File: src/rtl/ex_pair_dispatch.sv
// ID/EX boundary register for the dual-issue in-order pipeline.
// Splits a pair whose younger slot consumes the older slot's load result.
module ex_pair_dispatch #(
  parameter int DATA_WIDTH    = 64,
  parameter int RF_ADDR_WIDTH = 5,
  parameter int CTRL_WIDTH    = 32
) (
  input  logic                     clk,
  input  logic                     rst,
  input  logic                     flush,
  input  logic                     ex_stall,
  input  logic                     dec_valid,
  input  logic                     dec1_valid,
  output logic                     dec_ready,

  input  logic [RF_ADDR_WIDTH-1:0] dec0_rdaddr,
  input  logic                     dec0_RdWrtEn,
  input  logic                     dec0_LdEn,
  input  logic [RF_ADDR_WIDTH-1:0] dec0_rs1addr,
  input  logic [RF_ADDR_WIDTH-1:0] dec0_rs2addr,
  input  logic [DATA_WIDTH-1:0]    dec0_s1,
  input  logic [DATA_WIDTH-1:0]    dec0_s2,
  input  logic [CTRL_WIDTH-1:0]    dec0_ctrl,

  input  logic [RF_ADDR_WIDTH-1:0] dec1_rdaddr,
  input  logic                     dec1_RdWrtEn,
  input  logic                     dec1_LdEn,
  input  logic [RF_ADDR_WIDTH-1:0] dec1_rs1addr,
  input  logic [RF_ADDR_WIDTH-1:0] dec1_rs2addr,
  input  logic [DATA_WIDTH-1:0]    dec1_s1,
  input  logic [DATA_WIDTH-1:0]    dec1_s2,
  input  logic [CTRL_WIDTH-1:0]    dec1_ctrl,

  output logic                     issue0_valid,
  output logic [RF_ADDR_WIDTH-1:0] issue0_rdaddr,
  output logic                     issue0_RdWrtEn,
  output logic                     issue0_LdEn,
  output logic [RF_ADDR_WIDTH-1:0] issue0_rs1addr,
  output logic [RF_ADDR_WIDTH-1:0] issue0_rs2addr,
  output logic [DATA_WIDTH-1:0]    issue0_s1,
  output logic [DATA_WIDTH-1:0]    issue0_s2,
  output logic [CTRL_WIDTH-1:0]    issue0_ctrl,

  output logic                     issue1_valid,
  output logic [RF_ADDR_WIDTH-1:0] issue1_rdaddr,
  output logic                     issue1_RdWrtEn,
  output logic                     issue1_LdEn,
  output logic [RF_ADDR_WIDTH-1:0] issue1_rs1addr,
  output logic [RF_ADDR_WIDTH-1:0] issue1_rs2addr,
  output logic [DATA_WIDTH-1:0]    issue1_s1,
  output logic [DATA_WIDTH-1:0]    issue1_s2,
  output logic [CTRL_WIDTH-1:0]    issue1_ctrl,

  output logic [31:0]              split_count
);

  typedef struct packed {
    logic [RF_ADDR_WIDTH-1:0] rdaddr;
    logic                     rd_wrt_en;
    logic                     ld_en;
    logic [RF_ADDR_WIDTH-1:0] rs1addr;
    logic [RF_ADDR_WIDTH-1:0] rs2addr;
    logic [DATA_WIDTH-1:0]    s1;
    logic [DATA_WIDTH-1:0]    s2;
    logic [CTRL_WIDTH-1:0]    ctrl;
  } slot_t;

  localparam logic ST_PAIR  = 1'b0;
  localparam logic ST_SPLIT = 1'b1;

  logic        r_state;
  slot_t       r_issue0;
  slot_t       r_issue1;
  slot_t       r_hold;
  logic        r_issue0_valid;
  logic        r_issue1_valid;
  logic [31:0] r_split_count;

  slot_t       w_dec0;
  slot_t       w_dec1;
  logic        w_accept;
  logic        w_hazard;
  logic [31:0] w_split_count_inc;

  assign w_dec0 = '{rdaddr: dec0_rdaddr, rd_wrt_en: dec0_RdWrtEn, ld_en: dec0_LdEn,
                    rs1addr: dec0_rs1addr, rs2addr: dec0_rs2addr,
                    s1: dec0_s1, s2: dec0_s2, ctrl: dec0_ctrl};
  assign w_dec1 = '{rdaddr: dec1_rdaddr, rd_wrt_en: dec1_RdWrtEn, ld_en: dec1_LdEn,
                    rs1addr: dec1_rs1addr, rs2addr: dec1_rs2addr,
                    s1: dec1_s1, s2: dec1_s2, ctrl: dec1_ctrl};

  assign dec_ready = (r_state == ST_PAIR) && !ex_stall && !rst;
  assign w_accept  = dec_valid && dec_ready;

  // Only a load result is unavailable to EX forwarding; x0 is never a real producer.
  assign w_hazard = dec1_valid && dec0_LdEn && dec0_RdWrtEn &&
                    (dec0_rdaddr != '0) &&
                    ((dec0_rdaddr == dec1_rs1addr) || (dec0_rdaddr == dec1_rs2addr));

  assign w_split_count_inc = (r_split_count == 32'hFFFF_FFFF) ? r_split_count
                                                               : r_split_count + 32'd1;

  // NOTE: sequential state uses non-blocking assignments so every register
  // samples pre-edge values regardless of statement order.
  always_ff @(posedge clk) begin
    if (rst) begin
      r_state        <= ST_PAIR;
      r_issue0_valid <= 1'b0;
      r_issue1_valid <= 1'b0;
      r_issue0       <= '0;
      r_issue1       <= '0;
      // NOTE: the hold buffer is reset too, so fields of an invalid slot are
      // never X even though nothing downstream should look at them.
      r_hold         <= '0;
      r_split_count  <= '0;
    end else if (flush) begin
      r_state        <= ST_PAIR;
      r_issue0_valid <= 1'b0;
      r_issue1_valid <= 1'b0;
      r_hold         <= '0;
    end else if (!ex_stall) begin
      if (r_state == ST_SPLIT) begin
        r_issue0       <= r_hold;
        r_issue0_valid <= 1'b1;
        r_issue1_valid <= 1'b0;
        r_state        <= ST_PAIR;
      end else if (w_accept) begin
        r_issue0       <= w_dec0;
        r_issue0_valid <= 1'b1;
        if (w_hazard) begin
          r_issue1_valid <= 1'b0;
          r_hold         <= w_dec1;
          r_state        <= ST_SPLIT;
          r_split_count  <= w_split_count_inc;
        end else begin
          r_issue1       <= w_dec1;
          r_issue1_valid <= dec1_valid;
        end
      end else begin
        r_issue0_valid <= 1'b0;
        r_issue1_valid <= 1'b0;
      end
    end
  end

  // Enables are gated by valid so a bubble can never look like a producer.
  assign issue0_valid   = r_issue0_valid;
  assign issue0_rdaddr  = r_issue0.rdaddr;
  assign issue0_RdWrtEn = r_issue0_valid & r_issue0.rd_wrt_en;
  assign issue0_LdEn    = r_issue0_valid & r_issue0.ld_en;
  assign issue0_rs1addr = r_issue0.rs1addr;
  assign issue0_rs2addr = r_issue0.rs2addr;
  assign issue0_s1      = r_issue0.s1;
  assign issue0_s2      = r_issue0.s2;
  assign issue0_ctrl    = r_issue0.ctrl;

  assign issue1_valid   = r_issue1_valid;
  assign issue1_rdaddr  = r_issue1.rdaddr;
  assign issue1_RdWrtEn = r_issue1_valid & r_issue1.rd_wrt_en;
  assign issue1_LdEn    = r_issue1_valid & r_issue1.ld_en;
  assign issue1_rs1addr = r_issue1.rs1addr;
  assign issue1_rs2addr = r_issue1.rs2addr;
  assign issue1_s1      = r_issue1.s1;
  assign issue1_s2      = r_issue1.s2;
  assign issue1_ctrl    = r_issue1.ctrl;

  assign split_count    = r_split_count;

endmodule

File: config.mk
export PLATFORM = sky130hd
export DESIGN_NAME = ex_pair_dispatch
export DESIGN_NICKNAME = d
export VERILOG_FILES = /design/src/rtl/ex_pair_dispatch.sv
export SDC_FILE = /design/constraint.sdc
export NUM_CORES = 1
export LEC_CHECK = 0
export BUFFER_PORTS_ARGS = -buffer_cell sky130_fd_sc_hd__clkbuf_2
export CAP_MARGIN = 0
export CORE_AREA = 2 2 291 293
export CTS_CLUSTER_DIAMETER = 40
export CTS_CLUSTER_SIZE = 16
export DETAILED_ROUTE_END_ITERATION = 7
export DIE_AREA = 0 0 293 295
export PLACE_DENSITY = 0.55
export SYNTH_ARGS = -nofsm -noshare
export SYNTH_HDL_FRONTEND = slang
export SYNTH_SLANG_ARGS = --single-unit
export TNS_END_PERCENT = 20
File: constraint.sdc
create_clock -name clk -period 6.1 [get_ports clk]
set_input_delay 1.22 -clock clk [delete_from_list [all_inputs] [get_ports clk]]
set_output_delay 1.22 -clock clk [all_outputs]
set_load 0.05 [all_outputs]
== Word-level counts from Yosys, hierarchy flattened ==
Cells that the tools add are included.

* Register bits: 566
* Latch bits: 0
* RAM bits: 0
* Memory bits (read-only): 0
* Input bits: 360
* Output and inout port bits: 389
* Memories kept: 0

* Add/sub/neg operators: 1
* Multipliers: 0
* Divide/modulo/power cells: 0
* $lt $le $gt $ge: 0
* Eq/ne operators: 3
* Shift-type cells: 0
* Multiplexer cells: 10
* Bitwise operators: 9
* Reduce and logical (&&, ||, !) cells: 17

{| class="wikitable"
|+ Operators by type and width
! kind !! count
|-
| two-way mux 177 bit || 2
|-
| adder 32 x 1 -> 32 bit (second input constant) || 1
|-
| == test 32 bit (second input constant) || 1
|-
| == test 5 bit || 2
|-
| two-way mux 1 bit || 8
|-
| logical AND 1 bit || 7
|-
| AND reduction 6 bit || 1
|-
| NOT 1 bit || 5
|-
| AND reduction 5 bit || 1
|-
| nonzero test 5 bit || 1
|-
| bitwise AND 1 bit || 4
|-
| AND reduction 4 bit || 1
|-
| AND reduction 3 bit || 1
|-
| logical NOT 1 bit || 2
|-
| nonzero test 2 bit || 1
|-
| OR reduction 2 bit || 1
|-
| logical OR 1 bit || 1
|}

== Depth between registers and ports, before layout ==
Gate-level depths: netlist of run 1.

* Depth in word-level cells: 7
* Depth in mapped cells: 9
* Mapped depth without buffers: 6

== Least setup slack after synthesis of run 1 ==
Ideal clock, no wire load.

* Kind: in2out
* From: in rst
* To: out dec_ready
* Arrival: 2.657 ns
* Path slack: 2.223 ns
* Cell stages on the path: 3
* Path through: clkbuf_1 > clkbuf_1 > nor3_1

* Word-level cells in the longest chain between the ends: 2

{| class="wikitable"
|+ Ends and longest elaborated chain
! item !! line !! text
|-
| start: declaration || 9 || <nowiki>input logic rst,</nowiki>
|-
| logical NOT 1 bit || 92 || <nowiki>assign dec_ready = (r_state == ST_PAIR) && !ex_stall && !rst;</nowiki>
|-
| logical AND 1 bit || 92 ||
|-
| end: declaration || 14 || <nowiki>output logic dec_ready,</nowiki>
|}

No other way between the ends.

== Final worst setup path of run 1 ==
* From: reg r_state
* To: out dec_ready

* Word-level cells in the longest chain between the ends: 3

{| class="wikitable"
|+ Ends and longest elaborated chain
! item !! line !! text
|-
| start: declaration || 71 || <nowiki>logic r_state;</nowiki>
|-
| start signal: assignment || 107 || <nowiki>r_state <= ST_PAIR;</nowiki>
|-
| start signal: assignment || 117 || <nowiki>r_state <= ST_PAIR;</nowiki>
|-
| start signal: assignment || 126 || <nowiki>r_state <= ST_PAIR;</nowiki>
|-
| NOT 1 bit (no line) || n/a ||
|-
| logical AND 1 bit (2 in series) || 92 ||
|}

No other way between the ends.

==> impl_metrics.json, run 1 <==
{
  "antenna_found_initial": 6,
  "synth_edf_count": 0,
  "ys_warn_count": 0,
  "viasPerCell": 4.64,
  "swShare_pct": 25.6,
  "internal_power_uw": 7360,
  "wl_per_cell_um": 19.2,
  "place_inst": 4204,
  "min_period_ns": 3.71,
  "ys_seq_area_share_pct": 46.9,
  "critPathArrivalTime_ns": 2.49,
  "clk_path_buf_depth": 3,
  "worstMarginPinSlew_ns": 1.17,
  "fp.dieW_um": 293,
  "cts_tree": "yes",
  "grtUsageTotal_pct": 18.5,
  "min_path_type": "reg -> reg",
  "status": "finished clean",
  "cp_num_buf_inv": 2,
  "crit_chain": "buf_12 -> nor3_1 -> clkbuf_2",
  "port_buffers": 748,
  "worstHoldPathCells": 2,
  "whs_ns": 0.449,
  "syn2layout_area_growth_pct": 22.1,
  "fmax_ghz": 0.270,
  "clockPowerShare_pct": 55.3,
  "clockRootBuffer": "clkbuf_16",
  "finalCritPeriodShare_pct": 60.8,
  "power_uw": 9890,
  "rsz0062_at_grt": "no",
  "start_util_pct": 29.1,
  "syn_nets": 3268,
  "path_class": "reg -> out",
  "relSlewSlack_pct": 22.2,
  "p_switching_uw": 2530,
  "endpoint_kind": "primary output",
  "synth.area.top_cells": "dfxtp_1 (47%), nand2_1 (11%), buf_4 (11%)",
  "post-synth-top-area-fraction_pct": 46.9,
  "syn_inst": 2907,
  "cts_resized": 0,
  "drc": 0,
  "synthTopCellsByCount": "nand2_1 (724), dfxtp_1 (566), a21oi_1 (371)",
  "place_hpwl_mm": 59.0,
  "vias": 20400,
  "ant_nets": 0,
  "fin_tns_setup_ns": 0,
  "first_global_vias": 19400,
  "timing.critical_path.from_type": "register",
  "final_nets": 3583,
  "place.gp.congestion": 0.894,
  "worstHoldStart": "r_issue1[171]",
  "post_cts.repair.setup_buffers": 0,
  "cts_made_buffers": 96,
  "whs_endpoint": "r_issue1[171]",
  "r2r_cells": 6,
  "fp.dieArea_um2": 86400,
  "r2r-end": "issue0_s2[1]",
  "die-height_um": 295,
  "power_leakage_uw": 0.0110,
  "slowest_stage": "dfxtp_4",
  "hold_viol_final": 0,
  "ir_drop_uv": 201,
  "setup_viol": 0,
  "stdcell_count": 4384,
  "syn_area_um2": 24200,
  "clk_pin_slew_worst_paths_ns": 0.05,
  "clk-insertion-delay-late_ns": 0.65,
  "synth.most_common_cell": "nand2_1",
  "critical_path.top_delay_family": "buffers and inverters",
  "synth_area_leader_cell": "dfxtp_1",
  "grt_pass1_wl_mm": 124,
  "final.fill_count": 8775,
  "max_stage_delay_ns": 0.82,
  "h-tree-depth": 3,
  "clkSinkCount": 566,
  "drv_cap": 0,
  "drt_iter0_drc": 1081,
  "pwr-share-comb_pct": 6.5,
  "ios": 749,
  "synth-seq-cells": 566,
  "avgSynthCellArea_um2": 8.32,
  "ys_types": 45,
  "grt_max_degree": 205,
  "power_frac_seq_pct": 38.2,
  "wirelength_mm": 84.3,
  "timing.rr.start": "r_state",
  "worstPathMaxFanout": 101,
  "rows": 106,
  "slew_violations": 0,
  "grt-ovfl-total": 0,
  "firstDrtPassIters": 5,
  "cp.required_ns": 4.88,
  "hold_buffers": 0,
  "power.density_nw_per_um2": 335,
  "core_um2": 83200,
  "r2r_setup_slack_ns": 2.72,
  "fin_worst_skew_ns": 0.0450,
  "synthArstFlopShare_pct": 0,
  "synth_top_flop_cell": "dfxtp_1",
  "drive_gt1_share_pct": 28.8
}
worst register-to-register path, cell delays in order (launching register included):
cell and delay, ns:
dfxtp_4 0.82, buf_12 0.59, nor2_1 0.24, nor3_2 0.35, buf_12 0.53, nor2_1 0.49
a211oi_1 0.26
sequential cells by signal, indices dropped and copies added (netlist names):
name and flops:
r_hold 177, issue0_s1 64, issue0_s2 64, issue1_s1 64, issue1_s2 64, issue0_ctrl 32, issue1_ctrl 32, split_count 32
issue0_rdaddr 5, issue0_rs1addr 5, issue0_rs2addr 5, issue1_rdaddr 5, issue1_rs1addr 5, issue1_rs2addr 5, r_issue0 2, r_issue1 2
issue0_valid 1, issue1_valid 1, r_state 1
power groups by stage:
stage	combinational [uW]	sequential [uW]	clock [uW]
after detailed placement	646	3850	0
after global placement	647	3850	0
after CTS	649	3780	5590
after floorplan	430	3850	0
final	644	3780	5470
after global routing	686	3780	5750
final cells by class:
cell class	instances	area, um^2	share of cell area [%]
Antenna cell	5	12.5	0.0424
Clock buffer	115	2550	8.65
Clock inverter	60	741	2.51
Inverter	5	18.8	0.0636
Multi-Input combinational cell	1782	9450	32.0
Sequential cell	566	11300	38.4
Tap cell	1080	1350	4.58
Timing Repair Buffer	771	4060	13.8
layer usage:
layer  track usage, %  vias to the layer above  routed length (um)
li1                 -                    10100                   -
met1             22.3                     9438               34700
met2             31.2                      688               40300
met3             4.95                      168                5850
met4             7.83                        4                3400
met5                0                        -                  26
cell families after synthesis:
logic type,Yosys count,synth area share [%]
AND/OR/NAND/NOR,1004,16.6
AO/OA/AOI/OAI,572,13.9
flip-flops,566,46.9
buffers and inverters,559,14.3
multiplexers,181,7.51
XOR/XNOR,24,0.869
adder cells (fa/ha/maj),1,0.0517
worst max path at each step:
stage | from | slack (ns) | endpoint | cells after the start
after global routing | r_state | 2.20 | dec_ready | 3
final | r_state | 2.39 | dec_ready | 3
after global placement | dec0_rdaddr[2] | 2.14 | issue1_s2[53] | 7
after floorplan | rst | 2.22 | dec_ready | 3
after CTS | r_state | 2.20 | dec_ready | 3
after detailed placement | dec0_rdaddr[2] | 2.07 | issue1_s2[62] | 7
per-stage QoR:
| step | util [%] | setup slack (ns) | cell area, um^2 |
|---|---|---|---|
| 2_1_floorplan | - | 2.22 | 24200 |
| 3_3_place_gp | 31.5 | 2.14 | 26200 |
| 3_5_place_dp | 31.5 | 2.07 | 26200 |
| 4_1_cts | 35.5 | 2.20 | 29500 |
| 5_1_grt | 35.5 | 2.20 | 29500 |
| 6_report | 35.5 | 2.39 | 29500 |
placed cells by master (no fill, tap or decap), types with 6 or more instances in the layout:
| cell | count |
|---|---|
| clkinvlp_4 | 11 |
| o21ai_0 | 8 |
| clkinv_2 | 15 |
| a21oi_1 | 371 |
| a211oi_1 | 177 |
| dfxtp_1 | 565 |
| nor3_1 | 6 |
| nand3_1 | 10 |
| clkbuf_2 | 747 |
| nand4_1 | 10 |
| buf_12 | 11 |
| nand2_1 | 724 |
| inv_6 | 10 |
| nor2_1 | 201 |
| buf_4 | 12 |
| or4_1 | 8 |
| xnor2_1 | 22 |
| mux2i_1 | 178 |
| clkbuf_16 | 96 |
| or3_1 | 10 |
| clkbuf_8 | 8 |
| bufinv_16 | 9 |
| clkinv_4 | 7 |
| clkbuf_1 | 11 |
(Power assumes the default switching activity.)
==> run 2: changes to the inputs <==
--- a/config.mk
+++ b/config.mk
@@ -5,14 +5,15 @@
 export SDC_FILE = /design/constraint.sdc
 export NUM_CORES = 1
 export LEC_CHECK = 0
+export ABC_AREA = 1
 export BUFFER_PORTS_ARGS = -buffer_cell sky130_fd_sc_hd__clkbuf_2
 export CAP_MARGIN = 0
-export CORE_AREA = 2 2 291 293
+export CORE_AREA = 2 2 294 296
 export CTS_CLUSTER_DIAMETER = 40
 export CTS_CLUSTER_SIZE = 16
 export DETAILED_ROUTE_END_ITERATION = 7
-export DIE_AREA = 0 0 293 295
-export PLACE_DENSITY = 0.55
+export DIE_AREA = 0 0 296 298
+export PLACE_DENSITY = 0.57
 export SYNTH_ARGS = -nofsm -noshare
 export SYNTH_HDL_FRONTEND = slang
 export SYNTH_SLANG_ARGS = --single-unit
==> constraint.sdc (replaced) <==
create_clock -name clk -period 3.02 [get_ports clk]
set_input_delay 0.604 -clock clk [delete_from_list [all_inputs] [get_ports clk]]
set_output_delay 0.604 -clock clk [all_outputs]
set_load 0.05 [all_outputs]
==> run 2 against run 1 <==
Clock power rose by 110%. First-iteration DRC count increased by 29%. Utilization is 0.12 points higher. Synthesized cell count up 13%. Worst setup slack worse by 1.7 ns. Power up 110%. Sequential share of layout area decreased by 0.91 points. Critical path depth is 5 higher. Hold slack worse by 0.25 ns. Critical endpoint is now issue0_s1[26]. Largest power group unchanged.
==> impl_metrics.json, run 2 <==
{
  "synth_top_flop_cell": "dfxtp_1",
  "drt_iter0_drc": 1394,
  "fp.dieW_um": 296,
  "synth_area_leader_cell": "dfxtp_1",
  "ys_types": 26,
  "die-height_um": 298,
  "final_common_cell": "nand2_1",
  "post_cts.repair.setup_buffers": 0,
  "fin_worst_skew_ns": 0.0275,
  "clkSinkCount": 566,
  "regMostFlops": "r_hold",
  "final_nets": 3946,
  "final.fill_count": 9136,
  "synth_fa_ha_area_share_pct": 0.0508,
  "core_um2": 84900,
  "avgSynthCellArea_um2": 7.52,
  "status": "finished clean",
  "place_inst": 4633,
  "clockPowerShare_pct": 56.1,
  "synth_edf_count": 0,
  "swShare_pct": 25.2,
  "yosys.area_share.simple_pct": 21.2,
  "drc": 0,
  "synth.most_common_cell": "nand2_1",
  "firstDrtPassIters": 5,
  "synthTopCellsByCount": "nand2_1 (774), dfxtp_1 (566), buf_4 (369)",
  "power_leakage_uw": 0.0130,
  "pwr-share-comb_pct": 6.4,
  "ys_warn_count": 0,
  "synth.area.top_cells": "dfxtp_1 (46%), nand2_1 (12%), buf_4 (11%)",
  "relSlewSlack_pct": 35.3,
  "synth-compound-area-share_pct": 16.0,
  "synth-seq-cells": 566,
  "clk_path_buf_depth": 3,
  "syn_nets": 3638,
  "viasPerCell": 4.74,
  "cts_made_buffers": 94,
  "start_util_pct": 29.0,
  "power.density_nw_per_um2": 674,
  "setup_slack_ns": 0.689,
  "drv_cap": 0,
  "place_ws_ns": 0.335,
  "ys_seq_area_share_pct": 46.0,
  "place_hpwl_mm": 62.7,
  "power_frac_seq_pct": 37.5,
  "grtUsageTotal_pct": 19.4,
  "critPathArrivalTime_ns": 2.88,
  "syn2layout_area_growth_pct": 22.7,
  "synth_xor_area_share_pct": 1.07,
  "antenna_found_initial": 6,
  "endpoint_kind": "register",
  "grt_max_degree": 132,
  "grt-ovfl-total": 0,
  "fp.dieArea_um2": 88200,
  "wirelength_mm": 90.0,
  "timing.critical_path.from_type": "register",
  "worstPathMaxFanout": 46,
  "post-synth-top-area-fraction_pct": 46.0,
  "clk-insertion-delay-late_ns": 0.63,
  "regArea_um2": 11300,
  "p_switching_uw": 5140,
  "hold_buffers": 0,
  "slew_violations": 0,
  "rsz0062_at_grt": "no",
  "fmax_ghz": 0.429,
  "cts_tree": "yes",
  "hold_viol_final": 0,
  "ir_drop_uv": 420,
  "vias": 22800,
  "min_period_ns": 2.33,
  "drive_gt1_share_pct": 27.1,
  "synthArstFlopShare_pct": 0,
  "synth_top_family_by_area": "simple AND/OR/NAND/NOR gates",
  "internal_power_uw": 15200,
  "syn_area_um2": 24600,
  "rows": 107,
  "first_global_vias": 21700,
  "place.gp.congestion": 0.854,
  "synth.area.mux_share_pct": 0.0406,
  "clockRootBuffer": "clkbuf_16",
  "layout.cells.most_common_list": "nand2_1 (774), clkbuf_2 (747), dfxtp_1 (565)",
  "wl_per_cell_um": 18.7,
  "grt_pass1_wl_mm": 134,
  "path_class": "reg -> reg",
  "largest_reg_flops": 177,
  "stdcell_count": 4813,
  "port_buffers": 748,
  "ios": 749,
  "h-tree-depth": 3,
  "syn_inst": 3277,
  "cp.required_ns": 3.57,
  "worstMarginPinSlew_ns": 0.971,
  "setup_viol": 0,
  "finalCritPeriodShare_pct": 77.2,
  "fin_tns_setup_ns": 0,
  "ant_nets": 0,
  "min_path_type": "in -> reg",
  "multi_input_area_um2": 9460,
  "cts_resized": 0,
  "clk_pin_slew_worst_paths_ns": 0.06
}
-- run 2: critical path, cell delays in order (launching register included) --
cell	delay, ns
dfxtp_4	0.36
buf_4	0.37
inv_6	0.20
nand2_1	0.14
nand2_1	0.13
inv_8	0.30
buf_4	0.41
o21ai_0	0.14
a31oi_1	0.16
-- run 2: final timing paths --
path / startpoint / slack [ns] / depth (start not counted) / end
max: r_state / 0.69 / 8 / issue0_s1[26]
min: dec1_s1[1] / 0.20 / 3 / r_hold[97]
max reg2reg: r_state / 0.69 / 8 / issue0_s1[26]
min reg2reg: r_hold[21] / 0.46 / 2 / issue0_ctrl[21]
-- run 2: per-stage QoR --
stage / utilization (%) / hold WS, ns / total power, uW / instance area, um^2
final: 35.6 / 0.202 / 20400 / 30200
after global routing: 35.6 / 0.169 / 21000 / 30200
after global placement: 31.6 / 0.447 / 9110 / 26800
after floorplan: - / 0.440 / 8630 / 24600
after detailed placement: 31.6 / 0.451 / 9100 / 26800
after CTS: 35.6 / 0.150 / 20600 / 30200
-- run 2: power by group through the flow --
stage	clock network, uW	registers (uW)	logic [uW]
6_report	11400	7640	1310
5_1_grt	12000	7640	1400
4_1_cts	11700	7630	1320
3_5_place_dp	0	7790	1320
3_3_place_gp	0	7790	1320
2_1_floorplan	0	7770	857
-- run 2: layout make-up --
cell class | count | area share (%)
sequential | 566 | 37.5
multi-input combinational | 2078 | 31.3
timing repair buffer | 802 | 14.5
clock buffer | 110 | 8.45
tap | 1144 | 4.73
clock inverter | 64 | 2.88
inverter | 43 | 0.608
antenna | 6 | 0.0497
-- run 2: cell families (layout without fill, tap and decap cells) --
family                   Yosys count  count (layout)
AND/OR/NAND/NOR                 1304            1304
XOR/XNOR                          30              30
multiplexers                       1               1
flip-flops                       566             566
adder cells (fa/ha/maj)            1               1
AO/OA/AOI/OAI                    742             742
buffers and inverters            633            1019
other                              0               6
-- run 2: per-layer routing --
layer  track usage [%]  wire, um
met5                 0        15
met4              7.49      2860
met3              5.01      6970
met2              32.3     42700
met1              23.8     37500
